File: src/rtl/fetch_pkg.sv
// Shared types and constants for the fetch stage.
package fetch_pkg;
  localparam int          XLEN             = 32;
  localparam logic [31:0] NOP_INSTR        = 32'h0000_0013;
  localparam logic [31:0] DEFAULT_RESET_PC = 32'h0000_0000;

  typedef struct packed {
    logic [XLEN-1:0] pc;
    logic [XLEN-1:0] instr;
  } fetch_entry_t;
endpackage

File: src/rtl/fetch_prefetch_queue_if.sv
// Instruction-memory request/response channel between fetch (master) and imem (slave).
interface fetch_prefetch_queue_if #(parameter int WIDTH = 32);
  logic             imem_req_valid;
  logic             imem_req_ready;
  logic [WIDTH-1:0] imem_req_addr;
  logic             imem_rsp_valid;
  logic [WIDTH-1:0] imem_rsp_data;

  modport master (
    output imem_req_valid, imem_req_addr,
    input  imem_req_ready, imem_rsp_valid, imem_rsp_data
  );
  modport slave (
    input  imem_req_valid, imem_req_addr,
    output imem_req_ready, imem_rsp_valid, imem_rsp_data
  );
endinterface

File: src/rtl/sync_fifo.sv
// Small synchronous FIFO with flush; D must be a power of two.
module sync_fifo #(
  parameter int W = 32,
  parameter int D = 4
) (
  input  logic                   clk,
  input  logic                   rst,
  input  logic                   push,
  input  logic                   pop,
  input  logic                   clear,
  input  logic [W-1:0]           din,
  output logic [W-1:0]           dout,
  output logic                   full,
  output logic                   empty,
  output logic [$clog2(D+1)-1:0] count
);
  localparam int AW = $clog2(D);
  localparam int CW = $clog2(D + 1);

  logic [D-1:0][W-1:0] ram;
  logic [AW-1:0]       wr_ptr, rd_ptr;

  always_ff @(posedge clk or negedge rst) begin
    if (!rst) begin
      wr_ptr <= '0;
      rd_ptr <= '0;
      count  <= '0;
    end else if (clear) begin
      wr_ptr <= '0;
      rd_ptr <= '0;
      count  <= '0;
    end else begin
      if (push) wr_ptr <= wr_ptr + AW'(1);
      if (pop)  rd_ptr <= rd_ptr + AW'(1);
      count <= count + CW'(push) - CW'(pop);
    end
  end

  // Storage needs no reset: reads are qualified by empty.
  always_ff @(posedge clk) begin
    if (push && !clear) ram[wr_ptr] <= din;
  end

  assign dout  = ram[rd_ptr];
  assign empty = (count == '0);
  assign full  = (count == CW'(D));
endmodule

File: src/rtl/fetch_prefetch_queue.sv
// Fetch stage: variable-latency imem front end feeding decode through an in-order prefetch queue.
// Redirects flush the queue and turn every outstanding request stale.
module fetch_prefetch_queue
  import fetch_pkg::*;
#(
  parameter int               WIDTH    = 32,
  parameter int               DEPTH    = 4,
  parameter logic [WIDTH-1:0] RESET_PC = DEFAULT_RESET_PC
) (
  input  logic                   clk,
  input  logic                   rst,
  input  logic                   PCSrcE,
  input  logic [WIDTH-1:0]       PCTargetE,
  input  logic                   StallD,
  fetch_prefetch_queue_if.master mem,
  output logic                   ValidF,
  output logic [WIDTH-1:0]       InstrF,
  output logic [WIDTH-1:0]       PCF,
  output logic [WIDTH-1:0]       PCPlus4F
);
  localparam int CW = $clog2(DEPTH + 1);
  localparam int EW = $bits(fetch_entry_t);

  logic [WIDTH-1:0] pc_issue, rsp_pc, target;
  logic [CW-1:0]    occ, inflight, drop;
  logic             q_full, q_empty, pc_full, pc_empty;
  logic             accept, rsp_fire, push, pop;
  fetch_entry_t     rsp_entry, head;

  assign target = PCTargetE & ~WIDTH'(3);

  assign mem.imem_req_valid = rst && !PCSrcE &&
                              ((CW+1)'(occ) + (CW+1)'(inflight) < (CW+1)'(DEPTH));
  assign mem.imem_req_addr  = pc_issue;
  assign accept             = mem.imem_req_valid && mem.imem_req_ready;

  // The PC FIFO occupancy is the in-flight count; every response retires one, live or stale.
  assign rsp_fire  = mem.imem_rsp_valid && !pc_empty;
  assign push      = rsp_fire && !PCSrcE && (drop == '0);
  assign pop       = !q_empty && !StallD && !PCSrcE;
  assign rsp_entry = '{pc: rsp_pc, instr: mem.imem_rsp_data};

  sync_fifo #(.W(WIDTH), .D(DEPTH)) u_pc_fifo (
    .clk(clk), .rst(rst), .push(accept), .pop(rsp_fire), .clear(1'b0),
    .din(pc_issue), .dout(rsp_pc), .full(pc_full), .empty(pc_empty), .count(inflight)
  );

  sync_fifo #(.W(EW), .D(DEPTH)) u_queue (
    .clk(clk), .rst(rst), .push(push), .pop(pop), .clear(PCSrcE),
    .din(rsp_entry), .dout(head), .full(q_full), .empty(q_empty), .count(occ)
  );

  always_ff @(posedge clk or negedge rst) begin
    if (!rst) begin
      pc_issue <= RESET_PC;
      drop     <= '0;
    end else if (PCSrcE) begin
      pc_issue <= target;
      drop     <= inflight - CW'(rsp_fire);
    end else begin
      if (accept) pc_issue <= pc_issue + WIDTH'(4);
      if (rsp_fire && drop != '0) drop <= drop - CW'(1);
    end
  end

  assign ValidF   = !q_empty;
  assign InstrF   = q_empty ? WIDTH'(NOP_INSTR) : head.instr;
  assign PCF      = q_empty ? '0 : head.pc;
  assign PCPlus4F = q_empty ? '0 : head.pc + WIDTH'(4);

  a_rsp_expected: assert property (@(posedge clk) disable iff (!rst)
    mem.imem_rsp_valid |-> !pc_empty);
  a_queue_room:   assert property (@(posedge clk) disable iff (!rst) !(push && q_full));
  a_pc_room:      assert property (@(posedge clk) disable iff (!rst) !(accept && pc_full));
endmodule

File: src/flat_wrapper.sv
// flat-port wrapper written by rule: the top's interface ports become plain ports
module fetch_prefetch_queue_flat import fetch_pkg::*;
#(
  parameter int               WIDTH    = 32,
  parameter int               DEPTH    = 4,
  parameter logic [WIDTH-1:0] RESET_PC = DEFAULT_RESET_PC
)
  (clk, rst, PCSrcE, PCTargetE, StallD, ValidF, InstrF, PCF, PCPlus4F, mem_imem_req_valid, mem_imem_req_addr, mem_imem_req_ready, mem_imem_rsp_valid, mem_imem_rsp_data);
  fetch_prefetch_queue_if #(.WIDTH(WIDTH)) mem_i ();
  input  logic clk;
  input  logic rst;
  input  logic PCSrcE;
  input  logic [WIDTH-1:0] PCTargetE;
  input  logic StallD;
  output logic ValidF;
  output logic [WIDTH-1:0] InstrF;
  output logic [WIDTH-1:0] PCF;
  output logic [WIDTH-1:0] PCPlus4F;
  output wire logic [$bits(mem_i.imem_req_valid)-1:0] mem_imem_req_valid;
  output wire logic [$bits(mem_i.imem_req_addr)-1:0] mem_imem_req_addr;
  input wire logic [$bits(mem_i.imem_req_ready)-1:0] mem_imem_req_ready;
  input wire logic [$bits(mem_i.imem_rsp_valid)-1:0] mem_imem_rsp_valid;
  input wire logic [$bits(mem_i.imem_rsp_data)-1:0] mem_imem_rsp_data;
  assign mem_imem_req_valid = mem_i.imem_req_valid;
  assign mem_imem_req_addr = mem_i.imem_req_addr;
  assign mem_i.imem_req_ready = mem_imem_req_ready;
  assign mem_i.imem_rsp_valid = mem_imem_rsp_valid;
  assign mem_i.imem_rsp_data = mem_imem_rsp_data;
  fetch_prefetch_queue #(.WIDTH(WIDTH), .DEPTH(DEPTH), .RESET_PC(RESET_PC)) u_core (.clk(clk), .rst(rst), .PCSrcE(PCSrcE), .PCTargetE(PCTargetE), .StallD(StallD), .mem(mem_i), .ValidF(ValidF), .InstrF(InstrF), .PCF(PCF), .PCPlus4F(PCPlus4F));
endmodule
File: config.mk
export PLATFORM = sky130hd
export DESIGN_NAME = fetch_prefetch_queue_flat
export DESIGN_NICKNAME = d
export VERILOG_FILES = /design/src/rtl/fetch_pkg.sv /design/src/rtl/fetch_prefetch_queue_if.sv /design/src/rtl/sync_fifo.sv /design/src/rtl/fetch_prefetch_queue.sv /design/src/flat_wrapper.sv
export SDC_FILE = /design/constraint.sdc
export NUM_CORES = 1
export LEC_CHECK = 0
export BUFFER_PORTS_ARGS = -buffer_cell sky130_fd_sc_hd__buf_4
export CAP_MARGIN = 0
export CORE_MARGIN = 1
export CORE_UTILIZATION = 50
export DETAILED_ROUTE_END_ITERATION = 8
export PLACE_DENSITY_LB_ADDON = 0.15
export SETUP_SLACK_MARGIN = 0.1
export SYNTH_ARGS = -nofsm -noshare
export SYNTH_HDL_FRONTEND = slang
export SYNTH_SLANG_ARGS = --single-unit
File: constraint.sdc
create_clock -name clk -period 3 [get_ports clk]
set_input_delay 0.9 -clock clk [delete_from_list [all_inputs] [get_ports clk]]
set_output_delay 0.9 -clock clk [all_outputs]
set_load 0.03 [all_outputs]
==> impl_metrics.toml, run 1 <==
[finish]
utilization_pct = 65.0
area_growth_pct = 28.3
final_cell_area_mm2 = 0.0224
nets = 1385
regArea_mm2 = 0.0122
fin_cells = 1779
fillCellCount = 2454
antenna_cells = 0
drive_gt1_share_pct = 44.0
multi_input_area_mm2 = 0.00526

[timing]
slew_headroom_pct = 47.1
setup_ws_ps = -855
worstMarginPinSlew_ps = 793
grt_setup_unrepaired = "yes"
period_share_pct = 129
fin_worst_skew_ps = 14.3
setup_viol = 91
setup_tns_ps = -30410
hold_viol = 0
max_freq_mhz = 259
slew_viol_final = 0
fin_crit_ps = 3860

[power]
swShare_pct = 33.3
switchingPower_mw = 6.79
p_clk_share_pct = 24.9
seqPwrFrac_pct = 36.0
p_per_area_mw_per_mm2 = 912
ir_worst_vdd_uv = 637
p_comb_share_pct = 39.1
finalPower_mw = 20.4
leakage_nw = 8.04
intPower_mw = 13.6

[detailed_routing]
routedWlPerCell_um = 20.4
drc = 0
drt_wl_total_mm = 36.4
drtPass1Iterations = 5
dr_total_vias = 9761
postRouteAntennaNets = 0
drt_iter0_drc = 615
via_per_inst = 5.49

[clock_network]
clock_latency_ps = 530
cts_tree = "built"
cts_buffers = 41
clockBufferDepth = 3
cts.sinks = 415
path_clk_slew_ps = 60
h-tree-depth = 2
cts_root_buffer = "clkbuf_16"

[floorplan]
io_pins = 200
die_x_um = 189
dieHeight_um = 189
initial_core_util_pct = 50.6
core.rowCount = 68
die_area_mm2 = 0.0356
core_mm2 = 0.0345

[hold_path]
hp-class = "input port to async pin"

[placed_design]
placed_area_mm2 = 0.0202
io_buffers = 191
place_inst = 1678
globalplace.congestion = 0.820
dpl.hpwl_mm = 23.4

[worst_setup_path]
crit_start = "u_core.u_queue.rd_ptr[0]"
slowest_stage = "dfrtp_4"
cp.required_ps = 2100
crit_path_end_kind = "output port"
critPathMaxFanout = 6
crit_type = "register to output port"
arrival_ps = 2960
slowest_delay_ps = 550
crit_chain = "buf_12, mux4_2, nand4_4, buf_6, buf_4, or2_4, or3_4, a21oi_4, buf_6"
r2r-start = "u_core.u_pc_fifo.count[2]"
critPathLaunchType = "register"
crit_top_cell = "buf_6"

[yosys]
synth.yosys.seq_area_share_pct = 70.1
yosysWarnings = 0
syn_area_per_cell_um2 = 17.7
async_flop_share_pct = 11.3
synth_edf_count = 368
syn_inst = 986
ys.flop_type = "edfxtp_1"
synth_area_leaders = "edfxtp_1, mux4_2, dfrtp_1"
synth_cell_types = 63
synth_top_cell_area_share_pct = 63.4
syn-cell-area_mm2 = 0.0174
yosys_register_bits = 415
synth_top_area_cell = "edfxtp_1"

[grt]
grt_pass1_vias = 10000
grt_pass1_wl_mm = 56.9
grt.total_usage_pct = 20.7
globalRouteOverflowTotal = 0
antenna_found_initial = 1
grt_max_degree = 62

[run_status]
failed_checks = "negative setup slack"
outcome = "complete, but fails checks"

[job]
max_cap_violations = 0
synth_stat cells, types with 20 or more instances:
| cell type | instances |
|---|---|
| inv_1 | 23 |
| xor2_1 | 24 |
| clkbuf_1 | 21 |
| edfxtp_1 | 368 |
| dfrtp_1 | 47 |
| mux4_1 | 22 |
| nand2_1 | 54 |
| nor2_1 | 50 |
| ha_1 | 20 |
| mux4_2 | 70 |
| and2_1 | 62 |
| nand3_1 | 21 |
| o21ai_0 | 25 |
cell usage in the layout, fill, tap and decap left out, types with 4 or more instances in the layout:
master	instances
xnor2_2	5
conb_1	6
o311ai_0	9
o21ai_0	25
or4_1	4
buf_12	19
ha_1	16
buf_6	76
nor2_1	26
a221o_1	9
nor2_4	16
clkbuf_8	4
dfrtp_2	4
mux4_2	89
o311ai_1	4
and3_2	9
bufinv_16	5
xor2_1	7
nor3_1	8
nand2_1	51
and2_4	26
inv_1	21
nand4_1	18
o211ai_1	4
buf_4	214
clkinv_1	4
dfrtp_1	42
nand3_1	14
clkbuf_16	41
xnor2_1	11
nor2_2	8
nand3_2	7
and3_1	9
xor2_2	17
edfxtp_1	368
clkbuf_1	14
a21oi_1	7
and2_1	37
what timing repair did:
item,in CTS,in global routing
hold endpoints to repair,0,0
endpoints found under the setup margin,93,96
pin swaps,24,30
gates cloned,0,0
gates resized for setup,123,46
buffers inserted,18,14
hold buffers,0,0
path summary, 6_finish.rpt:
check                                                   to  depth (start not counted)  slack, ps
worst max-delay path                          PCPlus4F[12]                          9       -860
worst min-delay path             u_core.u_pc_fifo.count[0]                          2        490
worst max register to register   u_core.u_pc_fifo.count[2]                         13        220
worst min register to register  u_core.u_pc_fifo.rd_ptr[0]                          1        520
max in group asynchronous         u_core.u_queue.rd_ptr[0]                          2       2040
min in group clk                u_core.u_pc_fifo.rd_ptr[0]                          1        520
flip-flops by register name (all words and copies together) (netlist names), 3 cells and up:
register                  flops
u_core.u_queue.ram          248
u_core.u_queue.count          3
u_core.mem.imem_req_addr     30
u_core.u_pc_fifo.count        3
u_core.drop                   3
u_core.u_pc_fifo.ram        120
power groups by stage:
stage	clock, mW	sequential [mW]	combinational (mW)
floorplan	0	7.37	4.68
global placement	0	7.47	7.02
detailed placement	0	7.49	7.11
CTS	5.19	7.35	7.80
global route	5.41	7.40	8.50
finish	5.08	7.34	7.98
layout make-up:
class	count	share of cell area (%)
sequential	415	54.7
multi-input combinational	499	23.5
timing repair buffer	312	12.9
clock buffer	59	5.06
tap	455	2.54
clock inverter	15	0.917
inverter	24	0.414
critical path, delay by kind of cell, from the launching register on:
kind,cells,cell delay (ps)
AO/OA/AOI/OAI,1,130
flip-flops,1,550
buffers and inverters,4,610
multiplexers,1,390
AND/OR/NAND/NOR,3,750
cells by family (layout without fill, tap and decap cells):
| family | count (synthesis) | in the layout | share of synthesized area [%] |
|---|---|---|---|
| fa+ha+maj | 22 | 22 | 1.66 |
| other cells | 1 | 6 | 0.0215 |
| compound gates | 70 | 70 | 2.76 |
| flops | 415 | 415 | 70.1 |
| simple gates | 267 | 267 | 8.47 |
| mux | 94 | 94 | 12.5 |
| xor+xnor | 40 | 40 | 2.01 |
| buf+inv | 77 | 410 | 2.50 |
metal layers:
metal | routed length (um) | vias up | share of wire [%] | track usage (%)
met5 | 13 | - | 0.036 | 0
met2 | 17600 | 332 | 48 | 33.5
met4 | 600 | 2 | 1.7 | 4.75
met3 | 1980 | 45 | 5.4 | 3.26
met1 | 16100 | 4920 | 44 | 29.8
li1 | - | 4462 | - | -
metrics by stage:
step,hold WS [ps],setup slack (ps)
2_1_floorplan,497,-521
3_3_place_gp,503,-430
3_5_place_dp,509,-435
4_1_cts,508,-837
5_1_grt,533,-944
6_report,489,-855
(Power assumes the default switching activity.)
==> run 2: changes to the inputs <==
--- a/config.mk
+++ b/config.mk
@@ -5,13 +5,15 @@
 export SDC_FILE = /design/constraint.sdc
 export NUM_CORES = 1
 export LEC_CHECK = 0
-export BUFFER_PORTS_ARGS = -buffer_cell sky130_fd_sc_hd__buf_4
+export BUFFER_PORTS_ARGS = -buffer_cell sky130_fd_sc_hd__buf_2
 export CAP_MARGIN = 0
+export CELL_PAD_IN_SITES_DETAIL_PLACEMENT = 1
+export CELL_PAD_IN_SITES_GLOBAL_PLACEMENT = 2
 export CORE_MARGIN = 1
-export CORE_UTILIZATION = 50
+export CORE_UTILIZATION = 39
 export DETAILED_ROUTE_END_ITERATION = 8
 export PLACE_DENSITY_LB_ADDON = 0.15
-export SETUP_SLACK_MARGIN = 0.1
+export SETUP_SLACK_MARGIN = 0.2
 export SYNTH_ARGS = -nofsm -noshare
 export SYNTH_HDL_FRONTEND = slang
 export SYNTH_SLANG_ARGS = --single-unit
==> run 2 against run 1 <==
The run ends with design-rule violations, negative setup slack left. Core utilization down 14 points. Count of clock-buffer cells in the layout increased by 2. Global-route usage down 2.7 points. Critical endpoint is now PCPlus4F[28].
==> impl_metrics.toml, run 2 (same netlist as run 1, synthesis figures left out) <==
[hold_path]
hp-class = "input port to async pin"

[grt]
grt_max_degree = 62
globalRouteOverflowTotal = 0
grt_pass1_vias = 10300
grt_pass1_wl_mm = 61.5
antenna_found_initial = 1
grt.total_usage_pct = 18.0

[timing]
period_share_pct = 129
max_freq_mhz = 259
setup_viol = 92
slew_headroom_pct = 45.7
fin_crit_ps = 3860
setup_ws_ps = -860
hold_viol = 0
worstMarginPinSlew_ps = 814
fin_worst_skew_ps = 17.8
slew_viol_final = 0
grt_setup_unrepaired = "yes"
timing.hold.ws_ps = 482

[placed_design]
dpl.hpwl_mm = 25.5
io_buffers = 191
globalplace.congestion = 0.724

[detailed_routing]
via_per_inst = 5.08
postRouteAntennaNets = 0
drtPass1Iterations = 7
drc = 4
drt_iter0_drc = 460
drt_wl_total_mm = 40.3
routedWlPerCell_um = 20.9
dr_total_vias = 9811

[finish]
utilization_pct = 51.4
fillCellCount = 4208
area_growth_pct = 30.0
antenna_cells = 0
drive_gt1_share_pct = 45.7
largest_register_ffs = 248
final_common_cell = "edfxtp_1"
final_cell_mix = "edfxtp_1, buf_2, buf_6"
nets = 1396
regMostFlops = "u_core.u_queue.ram"

[clock_network]
cts.sinks = 415
cts_hold_buffers = 0
cts_tree = "built"
cts_root_buffer = "clkbuf_16"
h-tree-depth = 2
path_clk_slew_ps = 60
clockBufferDepth = 3
clock_latency_ps = 560
cts_buffers = 45

[floorplan]
core.rowCount = 77
die_x_um = 213
initial_core_util_pct = 39.5
die_area_mm2 = 0.0456
core_mm2 = 0.0441
io_pins = 200
dieHeight_um = 213

[worst_setup_path]
crit_chain = "buf_12, mux4_2, nand4_4, buf_12, nor4_4, buf_6, nand4_1, xor2_2, nor2_4, buf_6"
critPathMaxFanout = 15
critPathLaunchType = "register"
crit_family = "buffers and inverters"
slowest_stage = "dfrtp_4"
arrival_ps = 2960
crit_type = "register to output port"
r2r_cells = 13
crit_path_end_kind = "output port"
r2r-end = "u_core.u_pc_fifo.count[2]"
path_buf_inv = 4
slowest_delay_ps = 530
cp.required_ps = 2100
r2r-start = "u_core.u_queue.count[2]"
r2r_slack_ps = 170

[job]
max_cap_violations = 0

[power]
intPower_mw = 13.8
p_per_area_mw_per_mm2 = 925
p_comb_share_pct = 39.9
switchingPower_mw = 7.16
seqPwrFrac_pct = 35.0
finalPower_mw = 21.0
p_clk_share_pct = 25.2
swShare_pct = 34.1
ir_worst_vdd_uv = 466
leakage_nw = 8.11

[run_status]
failed_checks = "design-rule violations, negative setup slack"
outcome = "complete, but fails checks"
## run 2: metrics by stage
step	instances	setup slack [ps]	setup TNS [ps]	instance area, um2
final	1931	-860	-39620	22700
after global routing	1931	-990	-48010	22700
after CTS	1905	-884	-41980	22100
after detailed placement	1810	-377	-6470	20000
after global placement	1810	-376	-6050	20000
after floorplan	991	-521	-1810	17800
## run 2: power by group through the flow
stage | combinational, mW | sequential [mW] | clock, mW
CTS | 7.74 | 7.35 | 5.44
detailed placement | 6.92 | 7.46 | 0
global route | 8.95 | 7.40 | 5.63
global placement | 6.86 | 7.44 | 0
floorplan | 4.78 | 7.37 | 0
finish | 8.37 | 7.34 | 5.28
## run 2: routing by layer
layer	vias to the layer above	wire, um	track usage (%)
li1	4487	-	-
met1	5053	19000	26.1
met2	226	18900	28.2
met3	43	1770	3.31
met4	2	588	4.14
met5	-	16	0
## run 2: how the worst max path moves through the flow
stage | start | end | slack, ps | cells past startpoint
finish | u_core.u_queue.rd_ptr[0] | PCPlus4F[28] | -860 | 10
global route | u_core.u_queue.rd_ptr[0] | PCPlus4F[28] | -990 | 10
detailed placement | u_core.u_queue.rd_ptr[0] | PCPlus4F[31] | -380 | 9
global placement | u_core.u_queue.rd_ptr[0] | PCPlus4F[31] | -380 | 9
CTS | u_core.u_queue.rd_ptr[0] | PCPlus4F[28] | -880 | 10
floorplan | PCSrcE | u_core.u_pc_fifo.count[2] | -520 | 14
## run 2: layout make-up
type	count	area, um2	share of cell area, %
tap	592	741	3.27
sequential	415	12200	54.0
inverter	24	92.6	0.408
clock buffer	61	1250	5.50
clock inverter	21	171	0.756
multi-input combinational	499	5390	23.8
timing repair buffer	319	2800	12.3
## run 2: worst reg2reg max path, cell delays in order (launching register included)
cell and delay (ps):
dfrtp_1 410, ha_1 280, or4b_4 530, nor3_4 160, buf_4 130, and2_4 140, inv_4 40, ha_4 200
inv_2 60, ha_4 110, inv_2 30, fa_2 350, xnor2_2 140, xnor2_1 130
## run 2: timing repair
item                                   CTS  global route
pin swaps                               26            20
resized for setup                      158           149
setup buffers                           11            25
cloned                                   2             1
endpoints found under the hold margin    0             0
setup endpoints to repair               94           113
==> run 3: changes to the inputs <==
--- a/config.mk
+++ b/config.mk
@@ -13,6 +13,7 @@
 export CORE_UTILIZATION = 39
 export DETAILED_ROUTE_END_ITERATION = 8
 export PLACE_DENSITY_LB_ADDON = 0.15
+export REMOVE_ABC_BUFFERS = 1
 export SETUP_SLACK_MARGIN = 0.2
 export SYNTH_ARGS = -nofsm -noshare
 export SYNTH_HDL_FRONTEND = slang
==> run 3 against run 2 <==
The run still ends with design-rule violations, negative setup slack left. Worst setup slack got worse by 52 ps. Largest cell class unchanged. Register-to-register slack worse by 70 ps. Via count shrank 0.40%. Hold slack gained 14 ps. Die area stayed put. Cell area is 3.7% lower. Clock skew down 0.83 ps. Highest routed layer unchanged. Largest power group is now registers.
==> impl_metrics.toml, run 3 (same netlist as run 1, synthesis figures left out) <==
[floorplan]
io_pins = 200
die_area_mm2 = 0.0456
core_mm2 = 0.0441
initial_core_util_pct = 39.5
dieHeight_um = 213
die_x_um = 213
core.rowCount = 77

[grt]
grt.total_usage_pct = 18.1
grt_pass1_vias = 10500
globalRouteOverflowTotal = 0
grt_pass1_wl_mm = 61.8
antenna_found_initial = 1
grt_max_degree = 62

[timing]
hold_viol = 0
fin_crit_ps = 3910
max_freq_mhz = 256
slew_viol_final = 0
period_share_pct = 130
setup_tns_ps = -38140
slew_headroom_pct = 46.1
fin_worst_skew_ps = 16.9
grt_setup_unrepaired = "yes"
setup_ws_ps = -912
setup_viol = 93
worstMarginPinSlew_ps = 809

[power]
ir_worst_vdd_uv = 438
intPower_mw = 13.2
switchingPower_mw = 6.77
leakage_nw = 7.90
swShare_pct = 33.9
p_clk_share_pct = 26.6
seqPwrFrac_pct = 36.9
p_comb_share_pct = 36.4
p_per_area_mw_per_mm2 = 913

[worst_setup_path]
cp.required_ps = 2100
critPathMaxFanout = 6
arrival_ps = 3010
crit_path_end_kind = "output port"
crit_type = "register to output port"
critPathLaunchType = "register"

[finish]
area_growth_pct = 25.3
drive_gt1_share_pct = 39.9
utilization_pct = 49.5
regMostFlops = "u_core.u_queue.ram"
antenna_cells = 0
nets = 1388
fillCellCount = 4290
final_common_cell = "edfxtp_1"
final_cell_mix = "edfxtp_1, buf_2, buf_4"
largest_register_ffs = 248

[clock_network]
cts_tree = "built"
path_clk_slew_ps = 60
cts_buffers = 44
cts_hold_buffers = 0
cts.sinks = 415
clock_latency_ps = 540
h-tree-depth = 2
clockBufferDepth = 3
cts_root_buffer = "clkbuf_16"

[detailed_routing]
drc = 2
dr_total_vias = 9772
via_per_inst = 5.09
routedWlPerCell_um = 21.2
drtPass1Iterations = 6
postRouteAntennaNets = 0
drt_wl_total_mm = 40.7
drt_iter0_drc = 516

[job]
max_cap_violations = 0

[hold_path]
hp-class = "input port to async pin"

[placed_design]
io_buffers = 191
dpl.hpwl_mm = 26.5
globalplace.congestion = 0.755
place_ws_ps = -534

[run_status]
failed_checks = "design-rule violations, negative setup slack"
outcome = "complete, but fails checks"
[run 3: layout make-up]
class	count	area [um2]	share of cell area (%)
clock buffers	55	1190	5.46
clock inverters	23	223	1.02
inverters	24	92.6	0.424
multi-input cells	499	4910	22.5
flip-flops and latches	415	12200	56.0
well taps	592	741	3.39
repair buffers	312	2450	11.2
[run 3: worst paths after layout]
check / start / to / slack (ps) / cells after the start
hold / removal: rst / u_core.u_queue.count[2] / 500 / 2
min in group clk: u_core.u_pc_fifo.wr_ptr[0] / u_core.u_pc_fifo.wr_ptr[0] / 550 / 1
setup / recovery: u_core.u_queue.rd_ptr[0] / PCPlus4F[31] / -910 / 9
max in group asynchronous: rst / u_core.u_queue.rd_ptr[0] / 1970 / 2
hold reg to reg: u_core.u_pc_fifo.wr_ptr[0] / u_core.u_pc_fifo.wr_ptr[0] / 550 / 1
setup reg to reg: u_core.u_queue.count[2] / u_core.u_pc_fifo.count[2] / 100 / 13
[run 3: per-stage QoR]
stage,cell area (um2),hold slack [ps],cells,power (mW)
final,21800,496,1920,20.0
after detailed placement,19700,543,1816,14.0
after floorplan,17100,498,938,11.5
after global placement,19700,532,1816,13.9
after CTS,21600,511,1906,20.0
after global routing,21800,545,1920,20.9
[run 3: timing repair]
action / 4_1_cts / 5_1_grt
gates resized for setup: 122 / 53
setup endpoints to repair: 96 / 103
pin swaps: 18 / 28
buffers inserted: 12 / 13
gates cloned: 0 / 1
[run 3: critical path, stage by stage (launching register included)]
cell	delay, ps
dfrtp_4	490
buf_12	160
buf_4	130
mux4_2	390
and4_4	280
nor4b_4	310
nand4_1	210
xor2_1	190
nor2_1	130
buf_4	180
[run 3: power groups by stage]
stage | clock, mW | sequential (mW) | combinational (mW)
2_1_floorplan | 0 | 7.66 | 3.86
3_3_place_gp | 0 | 7.52 | 6.36
3_5_place_dp | 0 | 7.55 | 6.43
4_1_cts | 5.45 | 7.39 | 7.15
5_1_grt | 5.66 | 7.45 | 7.84
6_report | 5.31 | 7.37 | 7.27
[run 3: layer usage]
layer  vias up  track usage, %  routed length (um)
met5         -               0                  13
met4         2            4.01                 772
met3        54            3.19                1860
met2       212            30.6               20000
met1      5020            24.4               18100
li1       4484               -                   -
